===== src/rtl/chunked_addsub_unit.sv =====
// Multi-cycle add/subtract unit that ripples a registered carry through CHUNK-bit slices.
// Results and flags update only on the completion edge.
module chunked_addsub_unit #(
    parameter int unsigned WIDTH = 64,
    parameter int unsigned CHUNK = 16
) (
    input  logic             clk,
    input  logic             reset,
    input  logic             start,
    input  logic [WIDTH-1:0] a,
    input  logic [WIDTH-1:0] b,
    input  logic             carry_in,
    input  logic             sub,
    output logic             busy,
    output logic             done,
    output logic [WIDTH-1:0] sum,
    output logic             carry_out,
    output logic             overflow,
    output logic             zero
);
    localparam int unsigned N     = WIDTH / CHUNK;
    localparam int unsigned IDX_W = (N > 1) ? $clog2(N) : 1;
    localparam logic [IDX_W-1:0] LAST_IDX = IDX_W'(N - 1);

    localparam logic [0:0] IDLE = 1'b0;
    localparam logic [0:0] RUN  = 1'b1;

    logic [0:0]       state_q, state_d;
    logic [IDX_W-1:0] idx_q, idx_d;
    logic [WIDTH-1:0] a_q, a_d;
    logic [WIDTH-1:0] b_q, b_d;
    logic             carry_q, carry_d;
    logic [WIDTH-1:0] acc_q, acc_d;
    logic [WIDTH-1:0] sum_q, sum_d;
    logic             carry_out_q, carry_out_d;
    logic             overflow_q, overflow_d;
    logic             zero_q, zero_d;
    logic             done_q, done_d;

    int unsigned      base;
    logic [CHUNK-1:0] a_chunk;
    logic [CHUNK-1:0] b_chunk;
    logic [CHUNK:0]   chunk_res;
    logic             msb_carry_in;

    always_comb begin
        base         = CHUNK * 32'(idx_q);
        a_chunk      = a_q[base +: CHUNK];
        b_chunk      = b_q[base +: CHUNK];
        chunk_res    = {1'b0, a_chunk} + {1'b0, b_chunk} + {{CHUNK{1'b0}}, carry_q};
        // Carry into the top bit recovered from the top bit's own sum: s = a ^ b ^ cin.
        msb_carry_in = a_chunk[CHUNK-1] ^ b_chunk[CHUNK-1] ^ chunk_res[CHUNK-1];

        state_d     = state_q;
        idx_d       = idx_q;
        a_d         = a_q;
        b_d         = b_q;
        carry_d     = carry_q;
        acc_d       = acc_q;
        sum_d       = sum_q;
        carry_out_d = carry_out_q;
        overflow_d  = overflow_q;
        zero_d      = zero_q;
        done_d      = 1'b0;

        if (state_q == IDLE) begin
            if (start) begin
                a_d     = a;
                b_d     = sub ? ~b : b;
                carry_d = carry_in ^ sub;
                idx_d   = '0;
                state_d = RUN;
            end
        end else begin
            acc_d[base +: CHUNK] = chunk_res[CHUNK-1:0];
            carry_d              = chunk_res[CHUNK];
            idx_d                = idx_q + IDX_W'(1);
            if (idx_q == LAST_IDX) begin
                sum_d       = acc_d;
                carry_out_d = chunk_res[CHUNK];
                overflow_d  = msb_carry_in ^ chunk_res[CHUNK];
                zero_d      = (acc_d == '0);
                done_d      = 1'b1;
                idx_d       = '0;
                state_d     = IDLE;
            end
        end
    end

    always_ff @(posedge clk or posedge reset) begin
        if (reset) begin
            state_q     <= IDLE;
            idx_q       <= '0;
            a_q         <= '0;
            b_q         <= '0;
            carry_q     <= 1'b0;
            acc_q       <= '0;
            sum_q       <= '0;
            carry_out_q <= 1'b0;
            overflow_q  <= 1'b0;
            zero_q      <= 1'b0;
            done_q      <= 1'b0;
        end else begin
            state_q     <= state_d;
            idx_q       <= idx_d;
            a_q         <= a_d;
            b_q         <= b_d;
            carry_q     <= carry_d;
            acc_q       <= acc_d;
            sum_q       <= sum_d;
            carry_out_q <= carry_out_d;
            overflow_q  <= overflow_d;
            zero_q      <= zero_d;
            done_q      <= done_d;
        end
    end

    assign busy      = (state_q == RUN);
    assign done      = done_q;
    assign sum       = sum_q;
    assign carry_out = carry_out_q;
    assign overflow  = overflow_q;
    assign zero      = zero_q;
endmodule


===== config.mk =====
export PLATFORM = sky130hd
export DESIGN_NAME = chunked_addsub_unit
export DESIGN_NICKNAME = d
export VERILOG_FILES = /design/src/rtl/chunked_addsub_unit.sv
export SDC_FILE = /design/constraint.sdc
export NUM_CORES = 1
export LEC_CHECK = 0
export BUFFER_PORTS_ARGS = -buffer_cell sky130_fd_sc_hd__buf_2
export CORE_MARGIN = 2
export CORE_UTILIZATION = 50
export CTS_CLUSTER_DIAMETER = 200
export CTS_CLUSTER_SIZE = 28
export DETAILED_ROUTE_END_ITERATION = 7
export GPL_ROUTABILITY_DRIVEN = 0
export PLACE_DENSITY = 0.82
export SKIP_CTS_REPAIR_TIMING = 1
export SLEW_MARGIN = 15
export SYNTH_ARGS = -nofsm -noshare
export SYNTH_HDL_FRONTEND = slang
export SYNTH_SLANG_ARGS = --single-unit

===== constraint.sdc =====
create_clock -name clk -period 9.29 [get_ports clk]
set_input_delay 0.4645 -clock clk [delete_from_list [all_inputs] [get_ports clk]]
set_output_delay 0.4645 -clock clk [all_outputs]
set_load 0.02 [all_outputs]

; ---- After elaboration in Yosys (flattened, before gate mapping)
; Index checks and enable logic that the tools add are counted.
[totals]
reg_bits = 264
in_bits = 133
out_inout_bits = 69
wordCells = 42
[classes]
n_addsub = 4
eq_ne = 1
shift = 4
n_mux = 12
n_bitwise = 6
reduce_logical = 4
[op_table]
columns = op, count
row1 = $shiftx 64x7->16, 2
row2 = $bwmux 64, 1
row3 = $logic_not 64->1, 1
row4 = $mux 64, 1
row5 = $not 64->64, 1
row6 = $shift 16x34->64 const A, 1
row7 = $shiftx 16x34->64, 1
row8 = $neg 6->34, 1
row9 = $add 16x16->17, 1
row10 = $add 17x1->17, 1
row11 = $mux 1, 7
row12 = $mux 2, 3
row13 = $reduce_and 2->1, 2
row14 = $xor 1x1->1, 4
row15 = $add 2x1->2 const B, 1
row16 = $eq 2x2->1 const B, 1
row17 = $reduce_bool 2->1, 1
row18 = $not 1->1, 1

; ---- Longest topological paths before layout
[logic_depth]
ltp_word = 6
depth_mapped = 13
depth_no_buf = 11

; ---- Worst setup path before layout
; Ideal clock, no wire load.
[synth_path]
path_type = register -> register
startpoint = register idx_q[0]
endpoint = register zero_q, in the netlist zero
setup_ns = 0.067
arrival_time_ns = 3.803
t_required_ns = 9.223
path_slack_ns = 5.420
stages_incl_launch_ff = 14
path_buffers = 3
synth_period_minus_slack_ns = 3.870
path_cell_list = dfrtp_1 -> buf_2 -> buf_1 -> mux4_2 -> ha_1 -> buf_6 -> a21oi_4 -> o211ai_2 -> o41ai_4 -> o31ai_4 -> xor2_4 -> a2111oi_2 -> and4_1 -> a32o_1
[synth_between]
elab_chain_cells = 6
elab_cells_between_ends = 11
cone_classes = 3 x add/sub / 1 x eq/ne / 4 x shift / 1 x mux / 2 x reduce/logical
[synth_lines]
columns = element, line
row1 = start: declaration, 29  ; logic [IDX_W-1:0] idx_q, idx_d;
row2 = start signal: assignment, 105  ; idx_q <= idx_d;
row3 = "$shiftx 64x7->16, on equally long branches", "48, 49"
row4 = $add 16x16->17, 50  ; chunk_res = {1'b0, a_chunk} + {1'b0, b_chunk} + {{CHUNK{1'b0}}, carry_q};
row5 = $add 17x1->17, 50
row6 = $shiftx 16x34->64, 75  ; acc_d[base +: CHUNK] = chunk_res[CHUNK-1:0];
row7 = $bwmux 64, 75
row8 = $logic_not 64->1, 82  ; zero_d = (acc_d == '0);
row9 = end signal: assignment, 113  ; zero_q <= zero_d;
row10 = end: declaration, 37  ; logic zero_q, zero_d;
; Parallel ways exist; a longest one is shown, timed or not.
; A chain may end at the register's enable or synchronous reset.

; ---- Final worst setup path
; Ends and elaborated chain as after synthesis.

==> summary.md <==
| Metric | Value |
|---|---|
| Largest net degree at the start of global routing | 110 |
| Die height | roughly 170 µm |
| CP endpoint kind | register |
| Root buffer cell | clkbuf_16 |
| Hold Vio Cnt, Final | 0 |
| Met3 Use GR | 3.27% |
| Grt ovf | 0 |
| Diodes inserted | 0 |
| Port Buffer Count | ~200 |
| Clock Latency Late Sink | around 510 ps |
| CP max-delay cell | xor2_1 |
| DR DRC count | 0 |
| Crit path DAT | roughly 5200 ps |
| Worst setup SP type | register |
| Mapped Cells | 1171 |
| Slew HR | roughly 16% |
| Die area | about 27000 µm² |
| RSZ-0062 raised after global routing | false |
| WL/cell | between 15 and 20 µm |
| Vias in the first global route | around 9700 |
| Vias | approximately 9900 |
| Io pins | approximately 200 |
| GRT Util Overall | 23.8% |
| Layout Nets | about 1500 |
| H-tree Lvls | 1 |
| Status | completed |
| Top_reg_cell synth | dfrtp_1 |
| Number of synthesized register bits | around 260 |
| Clock sink total | about 260 |
| Fin. max-slew vios | 0 |
| Drt first pass iters | 6 |
| CTS max path bufs | 3 |
| Synthesis warning total | 0 |
| Worst R2R Start | idx_q[0] |
| CP max stage delay | 1010 ps |
| Worst Setup SP | idx_q[0] |
| GR Util met1 | about a third |
| Critical path type | reg -> reg |
| Count leader, synth | dfrtp_1 |
| Post-route ant nets | 0 |
| Fmax | approximately 0.21 GHz |
| Fin crit share | 52.1% |
| First-pass GRT wire length | slightly above 50 mm |
| Initial antenna violation count | 0 |
| CTS tree | built |
| Hold Path Class | in -> async |
| Final setup violation count | 0 |
| Worst-path clk slew | approximately 110 ps |
| TNS Setup | 0 ps |
| Hold Slack | just over 80 ps |
| Register area share after synthesis | roughly half |
| Tightest Pin Transition | 1260 ps |
| Dpl hpwl | about 23 mm |
| Worst R2R Path Depth | 11 |
| Tmin final | 4840 ps |
| P&R area growth vs syn | 11.5% |
| Starting Density | between 50% and 60% |
| Mapped Nets | 1327 |
| Synth unique cells | 79 |
| Die Span X | about 170 µm |
| CP cell instances | buf_4, mux4_2, fa_1, fa_1, a21oi_4, o2111ai_2, xor2_1, a32o_1, nor3_1, and4_1, a32o_1 |
| Layout cells sized above 1 | a little over a quarter |
| Cell row count | a little under 60 |
| Clk_skew | ~26 ps |
| DRT iter0 DRCs | around 1100 |
| Top cell type's share of synthesized area | between 50% and 60% |
| R2R setup slack | between 4000 and 5000 ps |
| Synthesized area | ~13000 µm² |
| Core Area | between 20000 and 30000 µm² |
| Routed Wire Length | approximately 32 mm |
| Number of flops mapped to enable cells by yosys | 0 |
| Most used routing layer | met2 |
| Synth area leaders | dfrtp_1 (51%), mux2_2 (5.5%), mux4_2 (5.5%), xnor2_1 (4.6%), o21ai_0 (4.2%) |
| Met2 Use GR | between 30% and 40% |
| CP Capture Point | zero |
| Worst EP required | around 9700 ps |
| Post-synth top area cell | dfrtp_1 |
| # Max-Cap Violations | 0 |
| Worst r2r dst | zero |
| Avg Inst Size Synth | ~11 µm² |
| CP max FO | 43 |
| Synth cell count leaders | dfrtp_1 (264), nand2_1 (131), nor2_1 (113) |
| Vias per Instance | roughly 6 |
| Total CTS buffers | 13 |
| Ys async rst share | between 90% and 100% |
==> per-layer routing <==
layer	vias to the layer above	share of wire, %
met1	4760	42
met5	-	0
met3	89	8.2
li1	4504	-
met2	540	46
met4	0	3.3
==> cell usage in the layout (no fill, tap or decap), drive strengths merged, types with 4 or more instances in the layout <==
master / instances
a221oi: 43
inv: 15
and3: 4
nand4: 5
ha: 21
buf: 210
xor2: 6
dfrtp: 264
o211ai: 5
nand2: 133
or3: 5
a22o: 37
mux2: 64
o21ai: 108
nor3: 10
o31ai: 4
a22oi: 10
xnor2: 70
a32oi: 5
nand3: 8
a31oi: 9
nor2: 113
clkbuf: 14
mux4: 32
nor4: 10
nand2b: 8
and2: 10
and4: 5
a21o: 6
nor4bb: 4
a21oi: 35
==> cell families after synthesis <==
group | after synthesis | share of synthesized area (%)
buffers and inverters | 95 | 3.37
XOR/XNOR | 76 | 5.38
adder cells (fa/ha/maj) | 23 | 2.33
AND/OR/NAND/NOR | 324 | 11.1
multiplexers | 96 | 11.1
AO/OA/AOI/OAI | 293 | 16.0
flip-flops | 264 | 50.8
==> flip-flops by register name (all words and copies together), names as in the netlist <==
register,cells
a_q,64
acc_q,64
b_q,64
sum,64
idx_q,2
busy,1
carry_out,1
carry_q,1
done,1
overflow,1
zero,1
==> how the worst min path moves through the flow <==
stage	start	to	slack, ps	cells after the start
finish	reset	a_q[18]	80	2
floorplan	b_q[32]	b_q[32]	440	2
global route	reset	a_q[18]	130	2
detailed placement	sum[29]	sum[29]	460	2
global placement	sum[29]	sum[29]	450	2
CTS	reset	a_q[3]	110	2
==> layout make-up <==
type	instances	area, µm²
sequential	264	6610
inverter	13	56.3
clock buffer	14	329
timing repair buffer	210	1080
multi-input combinational	812	6000
fill	2214	11300
clock inverter	2	25.0
tap	335	419
==> stage by stage <==
| stage | instance area (µm²) | worst slack, ps | utilization [%] | cells |
|---|---|---|---|---|
| 4_1_cts | 14500 | 4530 | 56.2 | 1650 |
| 6_report | 14500 | 4450 | 56.2 | 1650 |
| 3_3_place_gp | 14200 | 4740 | 54.8 | 1634 |
| 2_1_floorplan | 13000 | 1560 | - | 1171 |
| 5_1_grt | 14500 | 4260 | 56.2 | 1650 |
| 3_5_place_dp | 14200 | 4600 | 54.8 | 1634 |
==> critical path, delay by kind of cell, from the launching register on <==
kind	cells	cell delay, ps
adders and majority gates	2	1010
and+or+nand+nor	2	240
DFF	1	350
xor gates and xnor gates	1	1010
buffers and inverters	1	590
muxes	1	620
AOI/OAI and AO/OA	4	890
Power is not shown: default switching activity piles up to over one toggle a cycle in this logic, so the estimate is an artifact.
